==> src/rtl/wb_sdrc_burst_master.sv <==
// rtl/wb_sdrc_burst_master.sv - Wishbone burst initiator for the SDRAM controller slave port (optional watchdog: WB_TIMEOUT_EN)
module wb_sdrc_burst_master #(
    parameter int APP_AW  = 26,
    parameter int dw      = 32,
    parameter int LEN_W   = 8,
    parameter int TIMEOUT = 1023
) (
    input  logic              sys_clk,
    input  logic              wb_rst_i,
    input  logic              sdr_init_done,
    input  logic              cmd_valid,
    output logic              cmd_ready,
    input  logic              cmd_we,
    input  logic [APP_AW-1:0] cmd_addr,
    input  logic [LEN_W-1:0]  cmd_len,
    input  logic [dw-1:0]     wr_data,
    input  logic              wr_valid,
    output logic              wr_ready,
    output logic [dw-1:0]     rd_data,
    output logic              rd_valid,
    output logic              done,
    output logic              err,
    output logic              wb_cyc_i,
    output logic              wb_stb_i,
    output logic              wb_we_i,
    output logic [2:0]        wb_cti_i,
    output logic [dw/8-1:0]   wb_sel_i,
    output logic [APP_AW-1:0] wb_addr_i,
    output logic [dw-1:0]     wb_dat_i,
    input  logic              wb_ack_o,
    input  logic [dw-1:0]     wb_dat_o
);

    localparam logic [APP_AW-1:0] ADDR_STEP = APP_AW'(dw / 8);
    localparam int                WD_W      = $clog2(TIMEOUT + 1);

    typedef enum logic [1:0] {IDLE, RUN, FIN} state_t;

    state_t              state_q, state_d;
    logic                we_q;
    logic                len_zero_q;
    logic                err_q;
    logic [LEN_W-1:0]    cnt_q;
    logic [APP_AW-1:0]   addr_q;
    logic [dw-1:0]       rd_data_q;
    logic                rd_valid_q;

    logic                run;
    logic                accept;
    logic                stb;
    logic                beat_ack;
    logic                last_beat;
    logic                timeout_hit;

    assign run       = (state_q == RUN);
    assign accept    = (state_q == IDLE) && sdr_init_done && cmd_valid && !wb_rst_i;
    // Reads strobe continuously; writes only strobe while the source has a beat ready.
    assign stb       = run && (we_q ? wr_valid : 1'b1);
    assign beat_ack  = stb && wb_ack_o;
    assign last_beat = (cnt_q == '0);

`ifdef WB_TIMEOUT_EN
    logic [WD_W-1:0] wdog_q;

    // Watchdog: counts strobed cycles without ack, cleared by every ack and outside RUN.
    always_ff @(posedge sys_clk) begin
        if (wb_rst_i) begin
            wdog_q <= '0;
        end else if (!run || beat_ack) begin
            wdog_q <= '0;
        end else if (stb) begin
            wdog_q <= wdog_q + 1'b1;
        end
    end

    assign timeout_hit = stb && !wb_ack_o && (wdog_q == WD_W'(TIMEOUT - 1));
`else
    logic unused_timeout;
    assign unused_timeout = (WD_W == 0);
    assign timeout_hit    = 1'b0;
`endif

    // State register.
    always_ff @(posedge sys_clk) begin
        if (wb_rst_i) begin
            state_q <= IDLE;
        end else begin
            state_q <= state_d;
        end
    end

    // Next-state logic and bus-facing outputs decoded from the current state.
    always_comb begin
        state_d   = state_q;
        cmd_ready = 1'b0;
        wb_cyc_i  = 1'b0;
        wb_stb_i  = 1'b0;
        wb_we_i   = 1'b0;
        wb_cti_i  = 3'b000;
        wb_sel_i  = '0;
        wb_dat_i  = '0;
        wr_ready  = 1'b0;
        done      = 1'b0;
        err       = 1'b0;
        case (state_q)
            IDLE: begin
                cmd_ready = sdr_init_done && !wb_rst_i;
                if (accept) begin
                    state_d = RUN;
                end
            end
            RUN: begin
                wb_cyc_i = 1'b1;
                wb_stb_i = stb;
                wb_we_i  = we_q;
                wb_sel_i = '1;
                if (!len_zero_q) begin
                    wb_cti_i = last_beat ? 3'b111 : 3'b010;
                end
                if (we_q) begin
                    wb_dat_i = wr_data;
                    wr_ready = beat_ack;
                end
                if (timeout_hit || (beat_ack && last_beat)) begin
                    state_d = FIN;
                end
            end
            FIN: begin
                done    = 1'b1;
                err     = err_q;
                state_d = IDLE;
            end
            default: begin
                state_d = IDLE;
            end
        endcase
    end

    // Command latch, address/beat bookkeeping and one-cycle-delayed read data.
    always_ff @(posedge sys_clk) begin
        if (wb_rst_i) begin
            we_q       <= 1'b0;
            len_zero_q <= 1'b0;
            err_q      <= 1'b0;
            cnt_q      <= '0;
            addr_q     <= '0;
            rd_data_q  <= '0;
            rd_valid_q <= 1'b0;
        end else begin
            rd_valid_q <= 1'b0;
            if (accept) begin
                we_q       <= cmd_we;
                addr_q     <= cmd_addr;
                cnt_q      <= cmd_len;
                len_zero_q <= (cmd_len == '0);
                err_q      <= 1'b0;
            end
            if (beat_ack) begin
                addr_q <= addr_q + ADDR_STEP;
                cnt_q  <= cnt_q - 1'b1;
                if (!we_q) begin
                    rd_data_q  <= wb_dat_o;
                    rd_valid_q <= 1'b1;
                end
            end
            if (timeout_hit) begin
                err_q <= 1'b1;
            end
        end
    end

    assign wb_addr_i = addr_q;
    assign rd_data   = rd_data_q;
    assign rd_valid  = rd_valid_q;

endmodule

==> config.mk <==
export PLATFORM = sky130hd
export DESIGN_NAME = wb_sdrc_burst_master
export DESIGN_NICKNAME = d
export VERILOG_FILES = /design/src/rtl/wb_sdrc_burst_master.sv
export SDC_FILE = /design/constraint.sdc
export NUM_CORES = 1
export LEC_CHECK = 0
export CAP_MARGIN = 10
export CORE_UTILIZATION = 34
export CTS_CLUSTER_DIAMETER = 200
export DETAILED_ROUTE_END_ITERATION = 10
export PLACE_DENSITY_LB_ADDON = 0.1
export SYNTH_ARGS = -nofsm -noshare
export SYNTH_HDL_FRONTEND = slang
export SYNTH_SLANG_ARGS = --single-unit
export TNS_END_PERCENT = 100
==> constraint.sdc <==
create_clock -name sys_clk -period 2.1 [get_ports sys_clk]
set_clock_uncertainty 0.05 [all_clocks]
set_input_delay 0.42 -clock sys_clk [delete_from_list [all_inputs] [get_ports sys_clk]]
set_output_delay 0.42 -clock sys_clk [all_outputs]
set_load 0.005 [all_outputs]
==> results_dict.tcl <==
set metrics [dict create \
    rsz0062_at_grt "true" \
    p_total_mw 3.33 \
    ys_seq_area_share_pct 41.2 \
    maxCapViolations 0 \
    vias_per_cell 5.03 \
    vias 4010 \
    post-place-ws_ps -168 \
    cp-end-kind "output port" \
    wirelength_mm 11.9 \
    clockBufferDepth 2 \
    dp.cells 779 \
    route.detailed.drc 0 \
    synth_compound_area_share_pct 18.8 \
    nets 767 \
    dr.pass1.iters 4 \
    r2r_slack_ps 160 \
    fin_util_pct 61.9 \
    synth_xor_area_share_pct 1.27 \
    r2r-end "wb_addr_i[20]" \
    worstSetupPathType "flip-flop to output port" \
    ys_types 49 \
    violations "setup timing" \
    ctsHoldBuffers 0 \
    yosys-top-cells-area "dfxtp_1 41%, nand2_1 10%, a21oi_1 7.2%, and3_1 6.2%, clkbuf_1 2.5%" \
    busiest_layer "met2" \
    relSlewSlack_pct 52.7 \
    final_cells 798 \
    syn-cell-area_um2 3450 \
    cts_made_buffers 9 \
    cp_max_fo 2 \
    critical_path.max_stage_delay_ps 550 \
    reg2reg_depth 7 \
    finalMaxSlewViolations 0 \
    worstSetupStartpointType "flip-flop" \
    cts_tree "built" \
    diodes 0 \
    drive_gt1_share_pct 11.6 \
    grt_util_all_layers_pct 21.7 \
    num-fill-cells 910 \
    hold_path.class "flip-flop to flip-flop" \
    postRouteAntennaNets 0 \
    clk_latency_ps 350 \
    finalHoldWorstSlack_ps 405 \
    syn2layout_area_growth_pct 76.1 \
    antenna_found_initial 0 \
    fin_ws_ps -21.4 \
    die_w_um 103 \
    initial_core_util_pct 35.2 \
    crit_path_start "cnt_q[3]" \
    dpl.hpwl_mm 8.65 \
    crit_arrival_ps 1650 \
    avgSynthCellArea_um2 7.80 \
    drtIter0Drc 158 \
    grt_use_met1_pct 26.3 \
    drt-wirelength-per-cell_um 14.9 \
    place_congestion 0.844 \
    cp_slowest_cell "or4_4" \
    die_area_um2 10600 \
    min_period_ps 2120 \
    synthTopCellsByCount "94 x nand2_1, 71 x dfxtp_1, 50 x a21oi_1, 34 x and3_1, 23 x clkbuf_1" \
    irDropWorstVdd_uv 354 \
    worstMarginPinSlew_ps 710 \
    synth-edff-count 0 \
    synthMuxAreaShare_pct 0.290 \
    overflow 0 \
    synth_top_area_share_pct 41.2 \
    placed_area_um2 5850 \
    path_clk_slew_ps 80 \
    leakagePower_nw 2.43 \
    synth-seq-cells 71 \
    grt_max_degree 66 \
    setup_tns_ps -42.1 \
    root_buffer "clkbuf_8" \
    syn_inst 443 \
    hold_violations 0 \
    io_pins 210 \
    use_met3_pct 6.71 \
    final_area_um2 6080 \
    syn-num-nets 550 \
    fmax_ghz 0.471 \
    cp_cell_sequence "or4_4, nor2_4, nand2_2, nor3_2, buf_2" \
    synth_top_family_by_area "simple AND/OR/NAND/NOR gates" \
    grt_pass1_wl_mm 17.9 \
    worst_ep_required_time_ps 1630 \
    core_area_um2 9820 \
    fin_crit_sh_pct 101 \
    finalSetupViolCount 2 \
    synthAdderAreaFrac_pct 0.725 \
    yosysTopAreaCell "dfxtp_1" \
    die_h_um 103 \
    synth.most_common_cell "nand2_1" \
    rows 36 \
    rr_startpoint "wb_addr_i[3]" \
    status "finished with violations" \
    cts_max_level 3 \
    worstSetupEndpoint "wb_cti_i[0]" \
    cts_sinks 71 \
    yosys_most_used_dff "dfxtp_1" \
    grtUsageMet2_pct 36.7 \
    grt_pass1_vias 3655 \
    ys_async_sr_fraction_pct 0 \
    synth-simple-area-share_pct 31.3 \
    power_density_nw_per_um2 547 \
    portBuffers 208 \
    yosys_warnings 0 \
]
what timing repair did:
action,in CTS,in global routing
endpoints found under the setup margin,37,8
gates cloned,1,0
gates resized for setup,53,8
pin swaps,1,1
buffers inserted,2,0
worst min-delay path by stage:
stage,start,end,depth (start not counted)
6_report,rd_data[0],rd_data[0],2
4_1_cts,wb_rst_i,len_zero_q,4
3_5_place_dp,rd_data[29],rd_data[29],2
3_3_place_gp,rd_data[1],rd_data[1],2
2_1_floorplan,len_zero_q,len_zero_q,2
5_1_grt,rd_data[0],rd_data[0],2
placed cells by master, fill, tap and decap left out, types with 3 or more instances in the layout:
| master | synthesis | routed |
|---|---|---|
| clkdlybuf4s50_1 | 0 | 170 |
| clkbuf_8 | 0 | 9 |
| a22oi_1 | 4 | 4 |
| a32oi_1 | 7 | 7 |
| dlygate4sd2_1 | 0 | 34 |
| buf_4 | 6 | 27 |
| nor2_1 | 19 | 17 |
| and3_1 | 34 | 33 |
| dfxtp_2 | 0 | 3 |
| nor3_1 | 9 | 7 |
| nor3_2 | 1 | 3 |
| inv_6 | 0 | 3 |
| a31oi_1 | 11 | 11 |
| dfxtp_1 | 71 | 68 |
| o311ai_0 | 4 | 4 |
| a221oi_1 | 4 | 4 |
| or3_1 | 6 | 6 |
| and2_1 | 5 | 5 |
| nand3_1 | 11 | 11 |
| o211ai_1 | 7 | 7 |
| o21ai_0 | 10 | 10 |
| inv_1 | 10 | 10 |
| nor4_1 | 3 | 3 |
| buf_12 | 0 | 6 |
| o22ai_1 | 3 | 3 |
| nand2_1 | 94 | 93 |
| or4_4 | 2 | 3 |
| buf_2 | 9 | 3 |
| nand4_1 | 6 | 6 |
| buf_6 | 0 | 3 |
| a21oi_1 | 50 | 50 |
| xnor2_1 | 4 | 4 |
logic make-up after synthesis:
family | Yosys count
AOI/OAI and AO/OA | 106
xor gates and xnor gates | 5
adders and majority gates | 2
buffers and inverters | 49
DFF | 71
muxes | 1
other | 1
and+or+nand+nor | 208
state kept, by name, summed over array words and instances (netlist names):
| register | count |
|---|---|
| cnt_q | 8 |
| rd_data | 32 |
| len_zero_q | 1 |
| we_q | 1 |
| wb_addr_i | 26 |
| rd_valid | 1 |
| state_q | 2 |
power breakdown:
group | total (mW) | internal, mW | switching [mW] | leakage (nW)
combinational | 0.734 | 0.448 | 0.287 | 1.75
clock | 1.14 | 0.565 | 0.572 | 0.102
sequential | 1.46 | 1.41 | 0.0503 | 0.578
metal layers:
metal | wire length (µm) | vias up | part of all wire (%)
met2 | 5720 | 153 | 48
met3 | 989 | 18 | 8.3
met5 | 0 | - | 0
met1 | 5020 | 1837 | 42
li1 | - | 2002 | -
met4 | 184 | 0 | 1.5
cell type report:
type                    instances  area [µm²]  area share (%)
clock buffers                   9         124            2.04
clock inverters                 7        80.1            1.32
inverters                      11        46.3           0.761
multi-input cells             323        1860            30.5
flip-flops and latches         71        1430            23.4
well taps                     133         166            2.74
repair buffers                244        2380            39.2
worst max-delay path, delay by kind of cell, from the launching register on:
family / cells / cell delay (ps)
buffers and inverters: 1 / 140
DFF: 1 / 320
and+or+nand+nor: 4 / 850
Note: power is estimated with default switching activity, not from simulation.
